### config.mk
export PLATFORM = sky130hd
export DESIGN_NAME = nn_stream_loader
export DESIGN_NICKNAME = d
export VERILOG_FILES = /design/src/rtl/nn_stream_loader.sv
export SDC_FILE = /design/constraint.sdc
export NUM_CORES = 1
export LEC_CHECK = 0
export ABC_AREA = 1
export CAP_MARGIN = 20
export CORE_ASPECT_RATIO = 0.7
export CORE_MARGIN = 2
export CORE_UTILIZATION = 59
export DETAILED_ROUTE_END_ITERATION = 10
export HOLD_SLACK_MARGIN = 0.03
export PLACE_DENSITY_LB_ADDON = 0.1
export SYNTH_ARGS = -nofsm -noshare
export SYNTH_HDL_FRONTEND = slang
export SYNTH_SLANG_ARGS = --single-unit
### constraint.sdc
create_clock -name clk -period 8.3 [get_ports clk]
set_clock_uncertainty 0.05 [all_clocks]
set_input_delay 1.245 -clock clk [delete_from_list [all_inputs] [get_ports clk]]
set_output_delay 1.245 -clock clk [all_outputs]
set_load 0.01 [all_outputs]
### src/rtl/nn_stream_loader.sv
// nn_stream_loader: serialises a byte stream LSB-first into weight then input memory, then runs the compute handshake.
module nn_stream_loader #(
  parameter int W_ADDR_LEN = 20,
  parameter int X_ADDR_LEN = 10,
  parameter int W_SEL_LEN  = 2,
  parameter int X_SEL_LEN  = 2,
  parameter int W_LOAD_LEN = 100352,
  parameter int X_LOAD_LEN = 784
) (
  input  logic                  clk,
  input  logic                  rst,
  input  logic                  start,
  input  logic [W_SEL_LEN-1:0]  w_sel_cfg,
  input  logic [X_SEL_LEN-1:0]  x_sel_cfg,
  input  logic [7:0]            s_data,
  input  logic                  s_valid,
  output logic                  s_ready,
  output logic                  load_compute_ctrl,
  output logic                  en_compute,
  input  logic                  compute_finish,
  output logic                  w_wq_oc,
  output logic [W_ADDR_LEN-1:0] w_addr_oc,
  output logic                  x_wq_oc,
  output logic [X_ADDR_LEN-1:0] x_addr_oc,
  output logic                  wx_write_oc,
  output logic [W_SEL_LEN-1:0]  w_sel_oc,
  output logic [X_SEL_LEN-1:0]  x_sel_oc,
  output logic                  busy,
  output logic                  done,
  output logic [31:0]           compute_cycles
);
  typedef enum logic [2:0] {IDLE, LOAD_W, LOAD_X, COMPUTE, DONE} state_t;
  localparam logic [W_ADDR_LEN-1:0] W_LAST = W_ADDR_LEN'(W_LOAD_LEN - 1);
  localparam logic [X_ADDR_LEN-1:0] X_LAST = X_ADDR_LEN'(X_LOAD_LEN - 1);
  state_t st_q, st_d;
  logic [6:0] sr_q, sr_d;
  logic [3:0] cnt_q, cnt_d;
  logic fin_q, fin_d;
  logic [W_ADDR_LEN-1:0] w_cnt_q, w_cnt_d, w_addr_q, w_addr_d;
  logic [X_ADDR_LEN-1:0] x_cnt_q, x_cnt_d, x_addr_q, x_addr_d;
  logic [W_SEL_LEN-1:0] w_sel_q, w_sel_d;
  logic [X_SEL_LEN-1:0] x_sel_q, x_sel_d;
  logic s_ready_q, s_ready_d, lcc_q, lcc_d, en_q, en_d, w_wq_q, w_wq_d, x_wq_q, x_wq_d;
  logic wx_q, wx_d, busy_q, busy_d, done_q, done_d;
  logic [31:0] cc_q, cc_d;
  logic loading, have, bit_v;
  // fin_q marks the cycle presenting a phase's final write; the state advances only after it
  always_comb begin
    st_d = st_q;
    sr_d = sr_q;
    cnt_d = cnt_q;
    fin_d = 1'b0;
    w_cnt_d = w_cnt_q;
    x_cnt_d = x_cnt_q;
    w_addr_d = w_addr_q;
    x_addr_d = x_addr_q;
    w_sel_d = w_sel_q;
    x_sel_d = x_sel_q;
    w_wq_d = 1'b0;
    x_wq_d = 1'b0;
    wx_d = wx_q;
    cc_d = cc_q;
    loading = st_q == LOAD_W || st_q == LOAD_X;
    have = loading && !fin_q && (cnt_q != 4'd0 || (s_ready_q && s_valid));
    bit_v = cnt_q != 4'd0 ? sr_q[0] : s_data[0];
    if (have) begin
      sr_d = cnt_q != 4'd0 ? sr_q >> 1 : s_data[7:1];
      cnt_d = cnt_q != 4'd0 ? cnt_q - 4'd1 : 4'd7;
      wx_d = bit_v;
      if (st_q == LOAD_W) begin
        w_wq_d = 1'b1;
        w_addr_d = w_cnt_q;
        w_cnt_d = w_cnt_q + 1'b1;
        fin_d = w_cnt_q == W_LAST;
      end else begin
        x_wq_d = 1'b1;
        x_addr_d = x_cnt_q;
        x_cnt_d = x_cnt_q + 1'b1;
        fin_d = x_cnt_q == X_LAST;
      end
      cnt_d = fin_d ? 4'd0 : cnt_d;
    end
    if (fin_q) begin
      st_d = st_q == LOAD_W ? LOAD_X : COMPUTE;
      cc_d = st_q == LOAD_W ? cc_q : 32'd0;
    end
    if (st_q == COMPUTE) begin
      cc_d = &cc_q ? cc_q : cc_q + 32'd1;
      st_d = compute_finish ? DONE : st_q;
    end
    if ((st_q == IDLE || st_q == DONE) && start) begin
      st_d = LOAD_W;
      cnt_d = 4'd0;
      w_cnt_d = '0;
      x_cnt_d = '0;
      w_addr_d = '0;
      x_addr_d = '0;
      w_sel_d = w_sel_cfg;
      x_sel_d = x_sel_cfg;
    end
    s_ready_d = (st_d == LOAD_W || st_d == LOAD_X) && cnt_d == 4'd0 && !fin_d;
    lcc_d = st_d != COMPUTE;
    en_d = st_d == COMPUTE;
    busy_d = st_d == LOAD_W || st_d == LOAD_X || st_d == COMPUTE;
    done_d = st_d == DONE;
  end
  always_ff @(posedge clk or posedge rst) begin
    if (rst) begin
      st_q <= IDLE;
      sr_q <= '0;
      cnt_q <= '0;
      fin_q <= 1'b0;
      w_cnt_q <= '0;
      x_cnt_q <= '0;
      w_addr_q <= '0;
      x_addr_q <= '0;
      w_sel_q <= '0;
      x_sel_q <= '0;
      s_ready_q <= 1'b0;
      lcc_q <= 1'b1;
      en_q <= 1'b0;
      w_wq_q <= 1'b0;
      x_wq_q <= 1'b0;
      wx_q <= 1'b0;
      busy_q <= 1'b0;
      done_q <= 1'b0;
      cc_q <= '0;
    end else begin
      st_q <= st_d;
      sr_q <= sr_d;
      cnt_q <= cnt_d;
      fin_q <= fin_d;
      w_cnt_q <= w_cnt_d;
      x_cnt_q <= x_cnt_d;
      w_addr_q <= w_addr_d;
      x_addr_q <= x_addr_d;
      w_sel_q <= w_sel_d;
      x_sel_q <= x_sel_d;
      s_ready_q <= s_ready_d;
      lcc_q <= lcc_d;
      en_q <= en_d;
      w_wq_q <= w_wq_d;
      x_wq_q <= x_wq_d;
      wx_q <= wx_d;
      busy_q <= busy_d;
      done_q <= done_d;
      cc_q <= cc_d;
    end
  end
  assign s_ready = s_ready_q;
  assign load_compute_ctrl = lcc_q;
  assign en_compute = en_q;
  assign w_wq_oc = w_wq_q;
  assign w_addr_oc = w_addr_q;
  assign x_wq_oc = x_wq_q;
  assign x_addr_oc = x_addr_q;
  assign wx_write_oc = wx_q;
  assign w_sel_oc = w_sel_q;
  assign x_sel_oc = x_sel_q;
  assign busy = busy_q;
  assign done = done_q;
  assign compute_cycles = cc_q;
endmodule

==> metrics.cfg, run 1 <==
[run_status]
run_status=completed

[synthesis]
yosys.area_share.simple_pct=32.9
post_synth_inst_count=849
synth_compound_area_share_pct=9.19
synth_fp_nets=870
synthXorXnorAreaFrac_pct=2.08
synth.cell_area_sq_mm=0.00632
synthMuxAreaShare_pct=0
ys_types=35
synth.yosys.seq_area_share_pct=47.1
synth_edf_count=0
post_synth_main_area_contributors=sky130_fd_sc_hd__dfrtp_1 47%, sky130_fd_sc_hd__nand2_1 16%, sky130_fd_sc_hd__o21ai_0 5.5%
synth_common_cells=261 x sky130_fd_sc_hd__nand2_1, 118 x sky130_fd_sc_hd__dfrtp_1, 91 x sky130_fd_sc_hd__inv_1
postSynth.asyncResetShare_pct=100
synth_top_family_by_area=simple AND/OR/NAND/NOR gates
synth_top_cell_by_area=sky130_fd_sc_hd__dfrtp_1
synth_largest_type_area_fraction_pct=46.7
synth_top_flop_cell=sky130_fd_sc_hd__dfrtp_1
synth-seq-cells=119
warnings_synthesis=0
yosys.cell_count.top_type=sky130_fd_sc_hd__nand2_1
synth_adder_area_share_pct=0.792
postSynthAreaPerCell_sq_um=7.44

[die]
placement_rows=31
fp.coreArea_sq_mm=0.0104
fp.dieW_microns=128
starting_density_pct=60.8
die_h_microns=90.6
design.portCount=91
die_area_sq_mm=0.0116

[sta]
worst_pin_slew_ps=859
fin_setup_tns_ps=0
final_max_slew_violation_count=0
max_clock_freq_mhz=282
worst_slew_margin_rel_pct=42.8
rsz0062_at_grt=false
final.setup.worst_slack_ps=4750
final.period_utilization_pct=42.8
final_period_minus_worst_setup_slack_ps=3550
setup_viol=0
timing_hold_violations_final=0

[cells_and_area]
growth_of_design_area_from_synthesis_to_finish_pct=27.2
antenna_cells_inserted=0
layoutNonFillerInstCount=1085
drive_gt1_share_pct=7.97
final_net_count=961

[min_path]
min-delay-path-class=reg -> reg
timing.hold.worst.start=w_addr_oc[0]
hold-path-endpoint=w_addr_oc[0]
holdPathStages=2

[drt]
detail_route.wl_per_cell_microns=15.9
drc_errors=0
viasPerCell=5.66
route.vias.total=6140
detail_route.first_pass.iterations=6
drtAntennaViolNets=0
wl_microns=17200
first_iter_violations=627

[grt]
vias_in_the_first_global_route=5883
maximum_number_of_pins_on_one_net_before_global_route_repair=66
grt_first_pass_wirelength_microns=29100
grt.busiest_layer=met2
antenna_violations_before_repair=0
global_route.usage.met1_pct=46.3
total_congestion_overflow=0
grtUsageMet3_pct=8.29
use_met2_pct=47.4
gr-usage-all-layers_pct=31.8

[setup_path]
cp-start-kind=primary input
timing_worst_setup_path_type=in -> reg
cp_cell_sequence=clkdlybuf4s50_1 -> nand2_1 -> nand3_2 -> nand2_1 -> nor2_4 -> nand2_2 -> nand2_2 -> inv_1 -> a22o_1
crit_path_top_delay_cell=sky130_fd_sc_hd__clkdlybuf4s50_1
rrSetupSlack_ps=5380
crit_path_max_fanout=22
worstReg2RegStart=cnt_q[0]
timing.critical_path.required_ps=8550
slowest_delay_ps=470
critical_path.startpoint=s_valid
worst_path_depth=9
ff_to_ff_end=w_addr_oc[10]
crit_family=simple AND/OR/NAND/NOR gates
worst-r2r-cell-count=9
critPathCaptureType=flop
worst_path_arrival_ps=3800
cp.buffers_inverters=2

[clock_network]
cts_buffers=17
cts_post_setup_buffers_inserted=0
latest_clock_arrival_within_the_worst_skew_pair_ps=410
cts.clk_slew.worst_paths_ps=60
maximum_level_of_the_cts_h_tree=4
tritoncts_clock_tree=yes
cts_root_buffer=sky130_fd_sc_hd__clkbuf_16
count_of_cells_resized_by_post_cts_repair=0
clock_sink_count=119
max-clock-path-buffers=2
holdBufCountCts=0

[power]
p_per_area_mw_per_mm2=285
power.leakage_nw=3.57
worst_ir_drop_vdd_mv=0.186

[job]
maxCapViolCount=0

[place]
dpl_worst_slack_ps=4360
dpl.hpwl_microns=11800
globalplace.congestion=0.924
port_buffers=90
placed_cells=1052

cells in the final DEF, fill, tap and decap left out, drive strengths merged:
master / netlist / routed
nand2: 268 / 268
dfrtp: 118 / 118
inv: 101 / 102
nor2: 92 / 92
clkdlybuf4s50: 0 / 90
o21ai: 83 / 83
nand3: 68 / 68
nor3: 25 / 25
clkbuf: 8 / 21
nand4: 20 / 20
xor2: 13 / 13
a21oi: 11 / 11
bufinv: 0 / 8
a31oi: 7 / 7
or2: 4 / 4
ha: 4 / 4
buf: 13 / 3
a22o: 2 / 2
nand3b: 2 / 2
and2: 2 / 2
xnor2: 2 / 2
o31ai: 2 / 2
nor3b: 2 / 2
nor4: 1 / 1
clkinvlp: 0 / 1
clkinv: 0 / 1
dfstp: 1 / 1
tightest hold or removal path, delay by kind of cell, from the launching register on:
kind	cells	cell delay, ps
flops	1	340
simple gates	2	100
power by group:
part / internal, mW / switching (mW) / leakage [nW]
Combinational: 0.223 / 0.336 / 1.64
Sequential: 0.713 / 0.103 / 1.58
Clock: 0.649 / 0.266 / 0.354
Total: 1.59 / 0.705 / 3.57
metal layers:
layer	wire, microns	share of wire [%]	up-vias
met5	0	0	-
met4	226	1.3	0
met3	1610	9.4	21
met2	7610	44	292
met1	7780	45	2917
li1	-	-	2910
worst max path at each step:
stage	slack, ps	to
floorplan	3850	busy
global placement	4460	w_addr_oc[10]
detailed placement	4360	w_addr_oc[10]
CTS	4780	w_addr_oc[10]
global route	4480	w_addr_oc[8]
finish	4750	w_addr_oc[10]
sequential cells by signal, indices dropped and copies added, names as in the netlist, 2 cells and up:
| signal | count |
|---|---|
| sr_q | 7 |
| w_cnt_q | 20 |
| w_sel_oc | 2 |
| st_q | 3 |
| x_cnt_q | 10 |
| cnt_q | 4 |
| compute_cycles | 32 |
| x_sel_oc | 2 |
| w_addr_oc | 20 |
| x_addr_oc | 10 |
cell families after synthesis:
family / count (synthesis)
AO/OA/AOI/OAI: 105
XOR/XNOR: 15
AND/OR/NAND/NOR: 484
flip-flops: 119
buffers and inverters: 122
adder cells (fa/ha/maj): 4
metrics by stage:
| stage | utilization, % | instance area [sq um] | power [mW] | hold WS (ps) |
|---|---|---|---|---|
| 3_5_place_dp | 70.1 | 7280 | 1.36 | 419 |
| 5_1_grt | 77.3 | 8040 | 2.41 | 451 |
| 4_1_cts | 77.2 | 8020 | 2.29 | 434 |
| 2_1_floorplan | - | 6320 | 1.13 | 403 |
| 3_3_place_gp | 70.1 | 7280 | 1.34 | 408 |
| 6_report | 77.3 | 8040 | 2.29 | 427 |
layout make-up:
cell class / instances / area (sq um)
clock inverters: 11 / 265
clock buffers: 21 / 470
flip-flops and latches: 119 / 2980
repair buffers: 93 / 931
well taps: 132 / 165
multi-input cells: 608 / 2840
fillers: 739 / 2360
inverters: 101 / 382
Power figures use the tool's default switching activity.
==> inputs of run 2 (changes only) <==
--- a/config.mk
+++ b/config.mk
@@ -9,7 +9,7 @@
 export CAP_MARGIN = 20
 export CORE_ASPECT_RATIO = 0.7
 export CORE_MARGIN = 2
-export CORE_UTILIZATION = 59
+export CORE_UTILIZATION = 55
 export DETAILED_ROUTE_END_ITERATION = 10
 export HOLD_SLACK_MARGIN = 0.03
 export PLACE_DENSITY_LB_ADDON = 0.1
==> constraint.sdc (replaced) <==
create_clock -name clk -period 3.3 [get_ports clk]
set_clock_uncertainty 0.05 [all_clocks]
set_input_delay 0.495 -clock clk [delete_from_list [all_inputs] [get_ports clk]]
set_output_delay 0.495 -clock clk [all_outputs]
set_load 0.01 [all_outputs]
==> run 2 against run 1 <==
Compared with the run above:
- sequential cell count unchanged
- via count shrank 1.4%
- critical path type is now reg -> reg
- largest cell class unchanged
- hold slack lost 4.6 ps
- sequential share of layout area rose by 0.44 points
- register-to-register slack got worse by 4500 ps
- core utilization decreased by 5.7 points
- highest routed layer unchanged
==> metrics.cfg, run 2 (synthesized netlist as in run 1, its figures left out) <==
[setup_path]
crit_path_top_delay_cell=sky130_fd_sc_hd__dfrtp_1
worst_path_arrival_ps=2660  ; -1140 ps
crit_path_end=compute_cycles[3]
cp_cell_sequence=ha_1 -> nand2_1 -> nor2_2 -> nand2_1 -> inv_2 -> nand2_1 -> inv_2 -> nand3_2 -> nand2_4 -> inv_2 -> nand2_1 -> o21ai_2
timing_worst_setup_path_type=reg -> reg
slowest_delay_ps=430  ; -40 ps
critPathCaptureType=flop
rrSetupSlack_ps=880  ; -4500 ps
ff_to_ff_end=compute_cycles[3]
cp-start-kind=flop
cp_common_cell=sky130_fd_sc_hd__nand2_1
crit_path_max_fanout=35  ; +59%
worst-r2r-cell-count=12  ; +3
timing.critical_path.required_ps=3540  ; -5010 ps
critical_path.startpoint=compute_cycles[0]
worstReg2RegStart=compute_cycles[0]

[die]
starting_density_pct=57.0  ; -3.8 points
fp.dieW_microns=132  ; +3.5%
die_area_sq_mm=0.0124  ; +7.0%
design.portCount=91  ; unchanged
die_h_microns=93.7  ; +3.4%
placement_rows=32  ; +3.2%
fp.coreArea_sq_mm=0.0111  ; +6.7%

[cells_and_area]
final_net_count=965  ; +0.42%
antenna_cells_inserted=0  ; unchanged
largest_register_ff_count=32  ; unchanged
post-route-util_pct=71.6  ; -5.7 points
growth_of_design_area_from_synthesis_to_finish_pct=25.7
final_area_sq_mm=0.00794  ; -1.2%
drive_gt1_share_pct=8.46  ; +0.49 points
layoutNonFillerInstCount=1110  ; +2.3%
layout.cells.most_common_list=261 x sky130_fd_sc_hd__nand2_1, 118 x sky130_fd_sc_hd__dfrtp_1, 90 x sky130_fd_sc_hd__inv_1, 90 x sky130_fd_sc_hd__clkdlybuf4s50_1, 85 x sky130_fd_sc_hd__nor2_1
layout_commonest_cell=sky130_fd_sc_hd__nand2_1

[power]
pwr-share-comb_pct=26.9  ; +2.5 points
power.leakage_nw=3.51  ; -1.8%
net-switching-power_mw=1.76  ; +150%
p_per_area_mw_per_mm2=654  ; +130%
netSwitchingFraction_pct=34.0  ; +3.2 points
internal_power_mw=3.43  ; +120%
total_power_mw=5.19  ; +130%
pwr-share-seq_pct=39.4  ; +3.8 points
worst_ir_drop_vdd_mv=0.512  ; +170%
clock_power_share_pct=33.7  ; -6.3 points

[grt]
gr-usage-all-layers_pct=27.7  ; -4.1 points
grt_first_pass_wirelength_microns=27100  ; -6.8%
total_congestion_overflow=0  ; unchanged
antenna_violations_before_repair=0  ; unchanged
maximum_number_of_pins_on_one_net_before_global_route_repair=63  ; -4.5%
vias_in_the_first_global_route=5603  ; -4.8%

[drt]
first_iter_violations=563  ; -10%
wl_microns=16300  ; -5.6%
route.vias.total=6051  ; -1.4%
detail_route.first_pass.iterations=5  ; -1
viasPerCell=5.45  ; -3.7%
drc_errors=0  ; unchanged
detail_route.wl_per_cell_microns=14.7  ; -7.7%
drtAntennaViolNets=0  ; unchanged

[sta]
fin_setup_tns_ps=0  ; unchanged
setup_viol=0  ; unchanged
worst_pin_slew_ps=733  ; -125 ps
timing_hold_violations_final=0  ; unchanged
rsz0062_at_grt=false
worst_slew_margin_rel_pct=50.7  ; +8.0 points
final_period_minus_worst_setup_slack_ps=2420
final.period_utilization_pct=73.5
final_max_slew_violation_count=0  ; unchanged
worst_hold_slack_ps=423  ; -4.58 ps
max_clock_freq_mhz=413
final.setup.worst_slack_ps=876  ; -3870 ps

[place]
globalplace.congestion=1.01  ; +9.1%
dpl.hpwl_microns=11500  ; -3.0%
placed_cells=1078  ; +2.5%
port_buffers=90  ; unchanged
placed_cell_area_sq_mm=0.00737  ; +1.2%
dpl_worst_slack_ps=687  ; -3670 ps

[clock_network]
count_of_cells_resized_by_post_cts_repair=0  ; unchanged
cts.clk_slew.worst_paths_ps=60  ; about the same
cts_root_buffer=sky130_fd_sc_hd__clkbuf_16
clock_sink_count=119  ; unchanged
holdBufCountCts=0  ; unchanged
latest_clock_arrival_within_the_worst_skew_pair_ps=410  ; about the same
cts_post_setup_buffers_inserted=0  ; unchanged
max-clock-path-buffers=2  ; unchanged
cts_buffers=17  ; unchanged
tritoncts_clock_tree=yes
maximum_level_of_the_cts_h_tree=4  ; unchanged

[run_status]
run_status=completed

[min_path]
min-delay-path-class=reg -> reg

[job]
maxCapViolCount=0  ; unchanged

==> run 2: cell count changes in the layout (fill, tap and decap cells not counted), moves of 3 or more <==
cell	delta
sky130_fd_sc_hd__buf_4	+3
sky130_fd_sc_hd__bufinv_16	-7
sky130_fd_sc_hd__clkinv_4	+3
sky130_fd_sc_hd__clkinvlp_4	+4
sky130_fd_sc_hd__clkinv_2	+3
==> run 2: final cells by class <==
type,instances,area (sq um)
clock buffers,18,439
clock inverters,14,128
fillers,876,3150
inverters,101,383
multi-input cells,608,2840
flip-flops and latches,119,2980
well taps,153,191
repair buffers,97,978
==> run 2: worst min path at each step <==
stage                            start            to  slack [ps]  depth (start not counted)
after floorplan                sr_q[6]       sr_q[6]         400                          2
after global placement    w_addr_oc[0]  w_addr_oc[0]         410                          2
after detailed placement   w_sel_oc[1]   w_sel_oc[1]         410                          2
after CTS                  w_sel_oc[1]   w_sel_oc[1]         430                          2
after global routing      w_addr_oc[7]  w_addr_oc[7]         450                          2
final                     w_addr_oc[0]  w_addr_oc[0]         420                          2
==> run 2: routing by layer <==
| layer | share of wire (%) | wire length, microns | GRT usage (%) |
|---|---|---|---|
| met1 | 47 | 7600 | 40.8 |
| met2 | 43 | 6950 | 40.0 |
| met3 | 9.4 | 1530 | 6.69 |
| met4 | 1.1 | 183 | 9.69 |
| met5 | 0 | 0 | 0 |
==> run 2: worst max-delay path: cells and delay by family, from the launching register on <==
family                     cells  cell delay, ps
and+or+nand+nor                7            1090
buffers and inverters          3             400
AOI/OAI and AO/OA              1              60
DFF                            1             430
adders and majority gates      1             250
==> run 2: power groups by stage <==
| stage | Sequential [mW] | Clock (mW) | Combinational (mW) |
|---|---|---|---|
| after floorplan | 2.07 | 0 | 0.781 |
| after global placement | 2.04 | 0 | 1.34 |
| after detailed placement | 2.06 | 0 | 1.39 |
| after CTS | 2.04 | 1.77 | 1.40 |
| after global routing | 2.09 | 1.85 | 1.56 |
| final | 2.05 | 1.75 | 1.40 |
